--- config.mk ---
export PLATFORM = sky130hd
export DESIGN_NAME = hls_job_sequencer_flat
export DESIGN_NICKNAME = d
export VERILOG_FILES = /design/src/rtl/hls_seq_pkg.sv /design/src/rtl/hls_job_sequencer_if.sv /design/src/rtl/hls_seq_watchdog.sv /design/src/rtl/hls_job_sequencer.sv /design/src/flat_wrapper.sv
export SDC_FILE = /design/constraint.sdc
export NUM_CORES = 1
export LEC_CHECK = 0
export CAP_MARGIN = 30
export CORE_UTILIZATION = 45
export CTS_BUF_LIST = sky130_fd_sc_hd__clkbuf_8
export DETAILED_ROUTE_END_ITERATION = 16
export GPL_TIMING_DRIVEN = 1
export PLACE_DENSITY = 0.87
export SYNTH_ARGS = -nofsm -noshare
export SYNTH_HDL_FRONTEND = slang
export SYNTH_SLANG_ARGS = --single-unit
--- constraint.sdc ---
create_clock -name clk -period 2.55 [get_ports clk]
set_input_delay 0.3825 -clock clk [delete_from_list [all_inputs] [get_ports clk]]
set_output_delay 0.3825 -clock clk [all_outputs]
set_load 0.02 [all_outputs]
--- src/rtl/hls_seq_pkg.sv ---
// Shared types and default sizing for the hlsyn job sequencer.
// The HLS_SEQ_TIMEOUT_EN build adds a WAIT watchdog; these defaults apply to both builds.
package hls_seq_pkg;

  localparam int DEF_DW             = 8;
  localparam int DEF_TIMEOUT_CYCLES = 1024;
  localparam int DEF_CNT_W          = 16;

  typedef enum logic [1:0] {
    IDLE  = 2'd0,
    START = 2'd1,
    WAIT  = 2'd2,
    RESP  = 2'd3
  } seq_state_e;

  typedef struct packed {
    logic signed [DEF_DW-1:0]   z;
    logic signed [2*DEF_DW-1:0] x;
    logic                       err;
  } result_t;

endpackage

--- src/rtl/hls_job_sequencer_if.sv ---
// Job-in, kernel Start/Done and result-out handshakes of the sequencer, bundled as one interface.
// master = sequencer side; slave = host stream plus kernel side.
interface hls_job_sequencer_if #(
  parameter int DW = hls_seq_pkg::DEF_DW
);

  logic                 in_valid;
  logic                 in_ready;
  logic signed [DW-1:0] in_a;
  logic signed [DW-1:0] in_b;
  logic signed [DW-1:0] in_c;

  logic                 k_start;
  logic signed [DW-1:0] k_a;
  logic signed [DW-1:0] k_b;
  logic signed [DW-1:0] k_c;
  logic                 k_done;
  logic signed [DW-1:0] k_z;
  logic signed [2*DW-1:0] k_x;

  logic                 out_valid;
  logic                 out_ready;
  logic signed [DW-1:0] out_z;
  logic signed [2*DW-1:0] out_x;
  logic                 out_err;

  modport master (
    input  in_valid, in_a, in_b, in_c,
    output in_ready,
    output k_start, k_a, k_b, k_c,
    input  k_done, k_z, k_x,
    output out_valid, out_z, out_x, out_err,
    input  out_ready
  );

  modport slave (
    output in_valid, in_a, in_b, in_c,
    input  in_ready,
    input  k_start, k_a, k_b, k_c,
    output k_done, k_z, k_x,
    input  out_valid, out_z, out_x, out_err,
    output out_ready
  );

endinterface

--- src/rtl/hls_seq_watchdog.sv ---
// Down-counting WAIT watchdog; only compiled when HLS_SEQ_TIMEOUT_EN is defined.
// clear reloads the limit, enable counts, expire flags the last allowed enabled cycle.
`ifdef HLS_SEQ_TIMEOUT_EN
module hls_seq_watchdog #(
  parameter int TIMEOUT_CYCLES = hls_seq_pkg::DEF_TIMEOUT_CYCLES
) (
  input  logic clk,
  input  logic rst,
  input  logic clear_i,
  input  logic enable_i,
  output logic expire_o
);

  localparam int CW = $clog2(TIMEOUT_CYCLES + 1);
  localparam logic [CW-1:0] LOAD = CW'(TIMEOUT_CYCLES - 1);

  logic [CW-1:0] cnt_q, cnt_d;

  always_comb begin
    cnt_d = cnt_q;
    if (clear_i) begin
      cnt_d = LOAD;
    end else if (enable_i && (cnt_q != '0)) begin
      cnt_d = cnt_q - CW'(1);
    end
  end

  always_ff @(posedge clk) begin
    if (rst) begin
      cnt_q <= LOAD;
    end else begin
      cnt_q <= cnt_d;
    end
  end

  // terminal count reached on an enabled cycle: TIMEOUT_CYCLES enabled cycles have elapsed
  assign expire_o = enable_i && (cnt_q == '0);

endmodule
`endif

--- src/rtl/hls_job_sequencer.sv ---
// Initiator for the hlsyn Start/Done kernel handshake: one job in flight, results returned on valid/ready.
// HLS_SEQ_TIMEOUT_EN adds a WAIT watchdog that aborts the job with out_err=1.
//
//  state | meaning
//  IDLE  | in_ready high, waiting for an operand job
//  START | k_start pulse, operands on k_a/b/c
//  WAIT  | waiting for k_done (or watchdog expiry)
//  RESP  | out_valid high, result held until out_ready
module hls_job_sequencer
  import hls_seq_pkg::*;
#(
  parameter int DW             = DEF_DW,
  parameter int TIMEOUT_CYCLES = DEF_TIMEOUT_CYCLES,
  parameter int CNT_W          = DEF_CNT_W
) (
  input  logic                 clk,
  input  logic                 rst,
  hls_job_sequencer_if.master  bus,
  output logic                 busy,
  output logic [CNT_W-1:0]     jobs_done
);

  seq_state_e             state_q, state_d;
  logic signed [DW-1:0]   ka_q, ka_d;
  logic signed [DW-1:0]   kb_q, kb_d;
  logic signed [DW-1:0]   kc_q, kc_d;
  logic signed [DW-1:0]   z_q, z_d;
  logic signed [2*DW-1:0] x_q, x_d;
  logic [CNT_W-1:0]       jobs_q, jobs_d;
  logic                   accept;

`ifdef HLS_SEQ_TIMEOUT_EN
  logic err_q, err_d;
  logic wd_clear, wd_enable, wd_expire;

  assign wd_clear  = (state_q == START);
  assign wd_enable = (state_q == WAIT);

  hls_seq_watchdog #(
    .TIMEOUT_CYCLES(TIMEOUT_CYCLES)
  ) u_watchdog (
    .clk      (clk),
    .rst      (rst),
    .clear_i  (wd_clear),
    .enable_i (wd_enable),
    .expire_o (wd_expire)
  );
`endif

  // in_ready is also masked during the reset cycle itself
  assign bus.in_ready = (state_q == IDLE) && !rst;
  assign accept       = bus.in_valid && bus.in_ready;

  always_comb begin
    state_d = state_q;
    ka_d    = ka_q;
    kb_d    = kb_q;
    kc_d    = kc_q;
    z_d     = z_q;
    x_d     = x_q;
    jobs_d  = jobs_q;
`ifdef HLS_SEQ_TIMEOUT_EN
    err_d   = err_q;
`endif
    case (state_q)
      IDLE: begin
        if (accept) begin
          ka_d    = bus.in_a;
          kb_d    = bus.in_b;
          kc_d    = bus.in_c;
          state_d = START;
        end
      end
      START: begin
        state_d = WAIT;
      end
      WAIT: begin
        if (bus.k_done) begin
          z_d     = bus.k_z;
          x_d     = bus.k_x;
`ifdef HLS_SEQ_TIMEOUT_EN
          err_d   = 1'b0;
`endif
          state_d = RESP;
        end
`ifdef HLS_SEQ_TIMEOUT_EN
        else if (wd_expire) begin
          z_d     = '0;
          x_d     = '0;
          err_d   = 1'b1;
          state_d = RESP;
        end
`endif
      end
      RESP: begin
        if (bus.out_ready) begin
          jobs_d  = jobs_q + CNT_W'(1);
          state_d = IDLE;
        end
      end
      default: begin
        state_d = IDLE;
      end
    endcase
  end

  always_ff @(posedge clk) begin
    if (rst) begin
      state_q <= IDLE;
      ka_q    <= '0;
      kb_q    <= '0;
      kc_q    <= '0;
      z_q     <= '0;
      x_q     <= '0;
      jobs_q  <= '0;
`ifdef HLS_SEQ_TIMEOUT_EN
      err_q   <= 1'b0;
`endif
    end else begin
      state_q <= state_d;
      ka_q    <= ka_d;
      kb_q    <= kb_d;
      kc_q    <= kc_d;
      z_q     <= z_d;
      x_q     <= x_d;
      jobs_q  <= jobs_d;
`ifdef HLS_SEQ_TIMEOUT_EN
      err_q   <= err_d;
`endif
    end
  end

  assign bus.k_start   = (state_q == START);
  assign bus.k_a       = ka_q;
  assign bus.k_b       = kb_q;
  assign bus.k_c       = kc_q;
  assign bus.out_valid = (state_q == RESP);
  assign bus.out_z     = z_q;
  assign bus.out_x     = x_q;
`ifdef HLS_SEQ_TIMEOUT_EN
  assign bus.out_err   = err_q;
`else
  assign bus.out_err   = 1'b0;
`endif
  assign busy          = (state_q != IDLE);
  assign jobs_done     = jobs_q;

endmodule

--- src/flat_wrapper.sv ---
// flat-port wrapper written by rule: the top's interface ports become plain ports
module hls_job_sequencer_flat import hls_seq_pkg::*;
#(
  parameter int DW             = DEF_DW,
  parameter int TIMEOUT_CYCLES = DEF_TIMEOUT_CYCLES,
  parameter int CNT_W          = DEF_CNT_W
)
  (clk, rst, busy, jobs_done, bus_in_valid, bus_in_a, bus_in_b, bus_in_c, bus_in_ready, bus_k_start, bus_k_a, bus_k_b, bus_k_c, bus_k_done, bus_k_z, bus_k_x, bus_out_valid, bus_out_z, bus_out_x, bus_out_err, bus_out_ready);
  hls_job_sequencer_if #(.DW(DW)) bus_i ();
  input  logic clk;
  input  logic rst;
  output logic busy;
  output logic [CNT_W-1:0] jobs_done;
  input wire logic [$bits(bus_i.in_valid)-1:0] bus_in_valid;
  input wire logic [$bits(bus_i.in_a)-1:0] bus_in_a;
  input wire logic [$bits(bus_i.in_b)-1:0] bus_in_b;
  input wire logic [$bits(bus_i.in_c)-1:0] bus_in_c;
  output wire logic [$bits(bus_i.in_ready)-1:0] bus_in_ready;
  output wire logic [$bits(bus_i.k_start)-1:0] bus_k_start;
  output wire logic [$bits(bus_i.k_a)-1:0] bus_k_a;
  output wire logic [$bits(bus_i.k_b)-1:0] bus_k_b;
  output wire logic [$bits(bus_i.k_c)-1:0] bus_k_c;
  input wire logic [$bits(bus_i.k_done)-1:0] bus_k_done;
  input wire logic [$bits(bus_i.k_z)-1:0] bus_k_z;
  input wire logic [$bits(bus_i.k_x)-1:0] bus_k_x;
  output wire logic [$bits(bus_i.out_valid)-1:0] bus_out_valid;
  output wire logic [$bits(bus_i.out_z)-1:0] bus_out_z;
  output wire logic [$bits(bus_i.out_x)-1:0] bus_out_x;
  output wire logic [$bits(bus_i.out_err)-1:0] bus_out_err;
  input wire logic [$bits(bus_i.out_ready)-1:0] bus_out_ready;
  assign bus_i.in_valid = bus_in_valid;
  assign bus_i.in_a = bus_in_a;
  assign bus_i.in_b = bus_in_b;
  assign bus_i.in_c = bus_in_c;
  assign bus_in_ready = bus_i.in_ready;
  assign bus_k_start = bus_i.k_start;
  assign bus_k_a = bus_i.k_a;
  assign bus_k_b = bus_i.k_b;
  assign bus_k_c = bus_i.k_c;
  assign bus_i.k_done = bus_k_done;
  assign bus_i.k_z = bus_k_z;
  assign bus_i.k_x = bus_k_x;
  assign bus_out_valid = bus_i.out_valid;
  assign bus_out_z = bus_i.out_z;
  assign bus_out_x = bus_i.out_x;
  assign bus_out_err = bus_i.out_err;
  assign bus_i.out_ready = bus_out_ready;
  hls_job_sequencer #(.DW(DW), .TIMEOUT_CYCLES(TIMEOUT_CYCLES), .CNT_W(CNT_W)) u_core (.clk(clk), .rst(rst), .bus(bus_i), .busy(busy), .jobs_done(jobs_done));
endmodule
==> results.md <==
* Pre-antenna DRT Iters at 4
* Die area at 6080 sq um
* Post-Syn Instances at around 310
* Minimum clock period at between 2 and 2.5 ns
* Final hold violation count at 0
* Largest net degree at the start of global routing at between 60 and 70
* Count of input and output buffers at 120
* RSZ-0062 raised after global routing: false
* I/O pins at ~120
* Gr ovfl total at 0
* Detailed-route DRC error count at 0
* Mux contribution to synthesized area at 0.386%
* Starting density of the core at about 47%
* Post-Route WL at about 6.5 mm
* Psw at 0.957 mW
* H-tree levels at 3
* Seq pwr share at 41.8%
* Max Freq at 0.453 GHz
* Final Wtd Congestion at 0.774
* Post-DRT Antenna Nets at 0
* Mapped Nets at 373
* CTS buffer count at 9
* Post-CTS Setup Repair Bufs at 0
* CP max FO at 4
* Dominant synthesized flop cell: dfxtp_1
* Switching Share at 31.8%
* Commonest non-fill, non-tap cell in the layout: clkdlybuf4s50_1
* Largest family of logic cells by synthesized area: simple AND/OR/NAND/NOR gates
* Logic pwr share at between 30% and 40%
* Clock share of power at roughly a quarter
* Worst path required time at 2.17 ns
* Post-synthesis simple-gate area fraction at between 20 and 30%
* Netlist Area Pre-Place at ~2600 sq um
* Synth Area in XOR/XNOR at a little over 4%
* Initial drt markers at 96
* PostCTS Resize Cnt at 0
* CP Launch Type: flop
* WHS Endpoint: u_core.bus.out_z[2]
* Slew HR at a little under half
* Layout cells sized above 1 at under 10%
* Reg-to-reg startpoint: u_core.state_q[0]
* Number of flops mapped to enable cells by yosys at 0
* FF-to-FF End: u_core.bus.k_c[6]
* Root Driver: clkbuf_8
* Clock sink total at 66
* Number of global-route vias before repair at 2280
* Max_cap viols at 0
* Clock latency at the later pin of the worst-skew pair at between 0.3 and 0.4 ns
* Netlist cell types at 28
* CTS tree: built
* Routed WL per cell at between 10 and 15 um
* Worst-margin pin slew at between 0.7 and 0.8 ns
* N_diodes at 0
* Final Setup Violations at 0
* Final nets at 489
* Fin crit share at 86.6%
* Hold depth at 2
* Int Pwr at around 2.1 mW
* Initial antenna violation count at 0
* Core area at roughly 5500 sq um
* Hold WS at roughly 0.45 ns
* Post-synthesis compound-gate area fraction at 11.3%
* Critical path data arrival time at 1.83 ns
* R2R Setup Slk at ~0.81 ns
* Setup TNS at 0 ns
* Post-synth ARST share at 0%
* Crit path kind: flop to output port
* Max rail drop VDD at ~0.5 mV
* Synth Area in Adders at under 10%
* Hold Path Origin: u_core.bus.out_z[2]
* Hold WC Path Type: flop to flop
* Die Width at between 70 and 80 um
* Status: finished, final reports clean
* Reg clk slew, reported paths at about 0.07 ns
* Post-CTS Hold Buffers at 0
* Syn_area_per_cell at 8.27 sq um
* CP endpoint kind: output port
* Die Y at approximately 78 um
* Most frequent cells in the layout: clkdlybuf4s50_1 (119), nand2_1 (79), dfxtp_1 (66), a21oi_1 (28), o21ai_0 (27)
* First-pass GRT wire length at between 10 and 15 mm
* Final Total Pwr at 3.01 mW
* Max Root-Sink Buffers at 2
* P_leak at around 1.4 nW
* Via count at around 2500
* Reg2reg path depth at 6
* Post-DP HPWL at ~4.6 mm
* Core Rows at 27
* Area grow syn2layout at 54.1%
* Tot GR Track Use at between 20% and 30%
* Worst Clk Skew at 0.00754 ns
* Syn. warnings at 0
* Seq/Total Area, Yosys at between 50% and 60%
* Synthesized flop and latch total at 66
* P per Cell Area at between 700 and 800 nW/um^2
* Vias per cell at 4.86
* Final-report max-slew violation count at 0
[cells by family (layout without fill, tap and decap cells)]
| logic type | after synthesis | count (layout) |
|---|---|---|
| AO/OA/AOI/OAI | 57 | 57 |
| XOR/XNOR | 12 | 12 |
| adder cells (fa/ha/maj) | 6 | 6 |
| buffers and inverters | 26 | 145 |
| flip-flops | 66 | 66 |
| multiplexers | 1 | 1 |
| other | 1 | 1 |
| AND/OR/NAND/NOR | 145 | 145 |
[cells in the mapped netlist (all sizes together) (2+ instances only)]
cell,count,share of area (%)
nand2b,25,6.0
inv,7,1.0
nor2b,2,0.48
nand3,4,0.77
buf,4,1.1
o21ai,27,5.2
clkbuf,15,2.3
or3,4,0.96
xnor2,8,2.7
nand2,79,11
xor2,4,1.3
nand4,5,1.4
nor2,14,2.0
ha,6,2.9
nor3,4,0.77
dfxtp,66,51
and2,2,0.48
nor4,5,1.2
a21oi,28,5.4
[final cells by class]
cell class,count,area [sq um]
sequential,66,1320
multi-input combinational,222,1160
clock buffer,12,165
tap,72,90.1
fill,430,1540
clock inverter,2,12.5
timing repair buffer,124,1230
inverter,7,26.3
[critical path, cell delays in order, from the launching register on]
cell	delay, ns
dfxtp_1	0.34
inv_1	0.11
ha_1	0.21
nor2b_1	0.19
clkdlybuf4s50_1	0.64
[how the worst max path moves through the flow]
stage | startpoint | endpoint | slack [ns] | cells past startpoint
2_1_floorplan | u_core.state_q[0] | u_core.bus.k_c[1] | 0.75 | 8
3_3_place_gp | bus_out_ready | u_core.jobs_done[12] | 0.61 | 5
3_5_place_dp | bus_out_ready | u_core.jobs_done[12] | 0.57 | 5
4_1_cts | u_core.state_q[0] | bus_in_ready | 0.31 | 4
5_1_grt | u_core.state_q[0] | bus_in_ready | 0.22 | 4
6_report | u_core.state_q[0] | bus_in_ready | 0.34 | 4
[registers in the layout (all words and copies together) (netlist names)]
name,cells
u_core.bus.k_a,8
u_core.bus.k_b,8
u_core.bus.k_c,8
u_core.bus.out_x,16
u_core.bus.out_z,8
u_core.jobs_done,16
u_core.state_q,2
[power groups by stage]
stage | clock, mW | sequential, mW | combinational [mW]
3_3_place_gp | 0 | 1.27 | 0.947
5_1_grt | 0.856 | 1.27 | 1.05
3_5_place_dp | 0 | 1.28 | 0.968
2_1_floorplan | 0 | 1.43 | 0.355
4_1_cts | 0.807 | 1.26 | 0.974
6_report | 0.785 | 1.26 | 0.965
[per-layer routing]
| metal | routed length (um) | global-route usage (%) | vias to the layer above | share of wire [%] |
|---|---|---|---|---|
| met5 | 0 | 0 | - | 0 |
| met1 | 2790 | 26.1 | 1127 | 43 |
| li1 | - | - | 1253 | - |
| met3 | 299 | 4.59 | 11 | 4.6 |
| met4 | 157 | 12.6 | 0 | 2.4 |
| met2 | 3250 | 38.8 | 64 | 50 |
[through the flow]
stage / std cells / cell area, sq um / setup WS [ns] / util, %
after CTS: 505 / 4000 / 0.314 / 72.2
final: 505 / 4000 / 0.341 / 72.2
after floorplan: 314 / 2600 / 0.754 / -
after detailed placement: 491 / 3820 / 0.569 / 69.0
after global routing: 505 / 4000 / 0.224 / 72.2
after global placement: 491 / 3820 / 0.608 / 69.0
No activity file was read; power rests on OpenSTA's default activity.
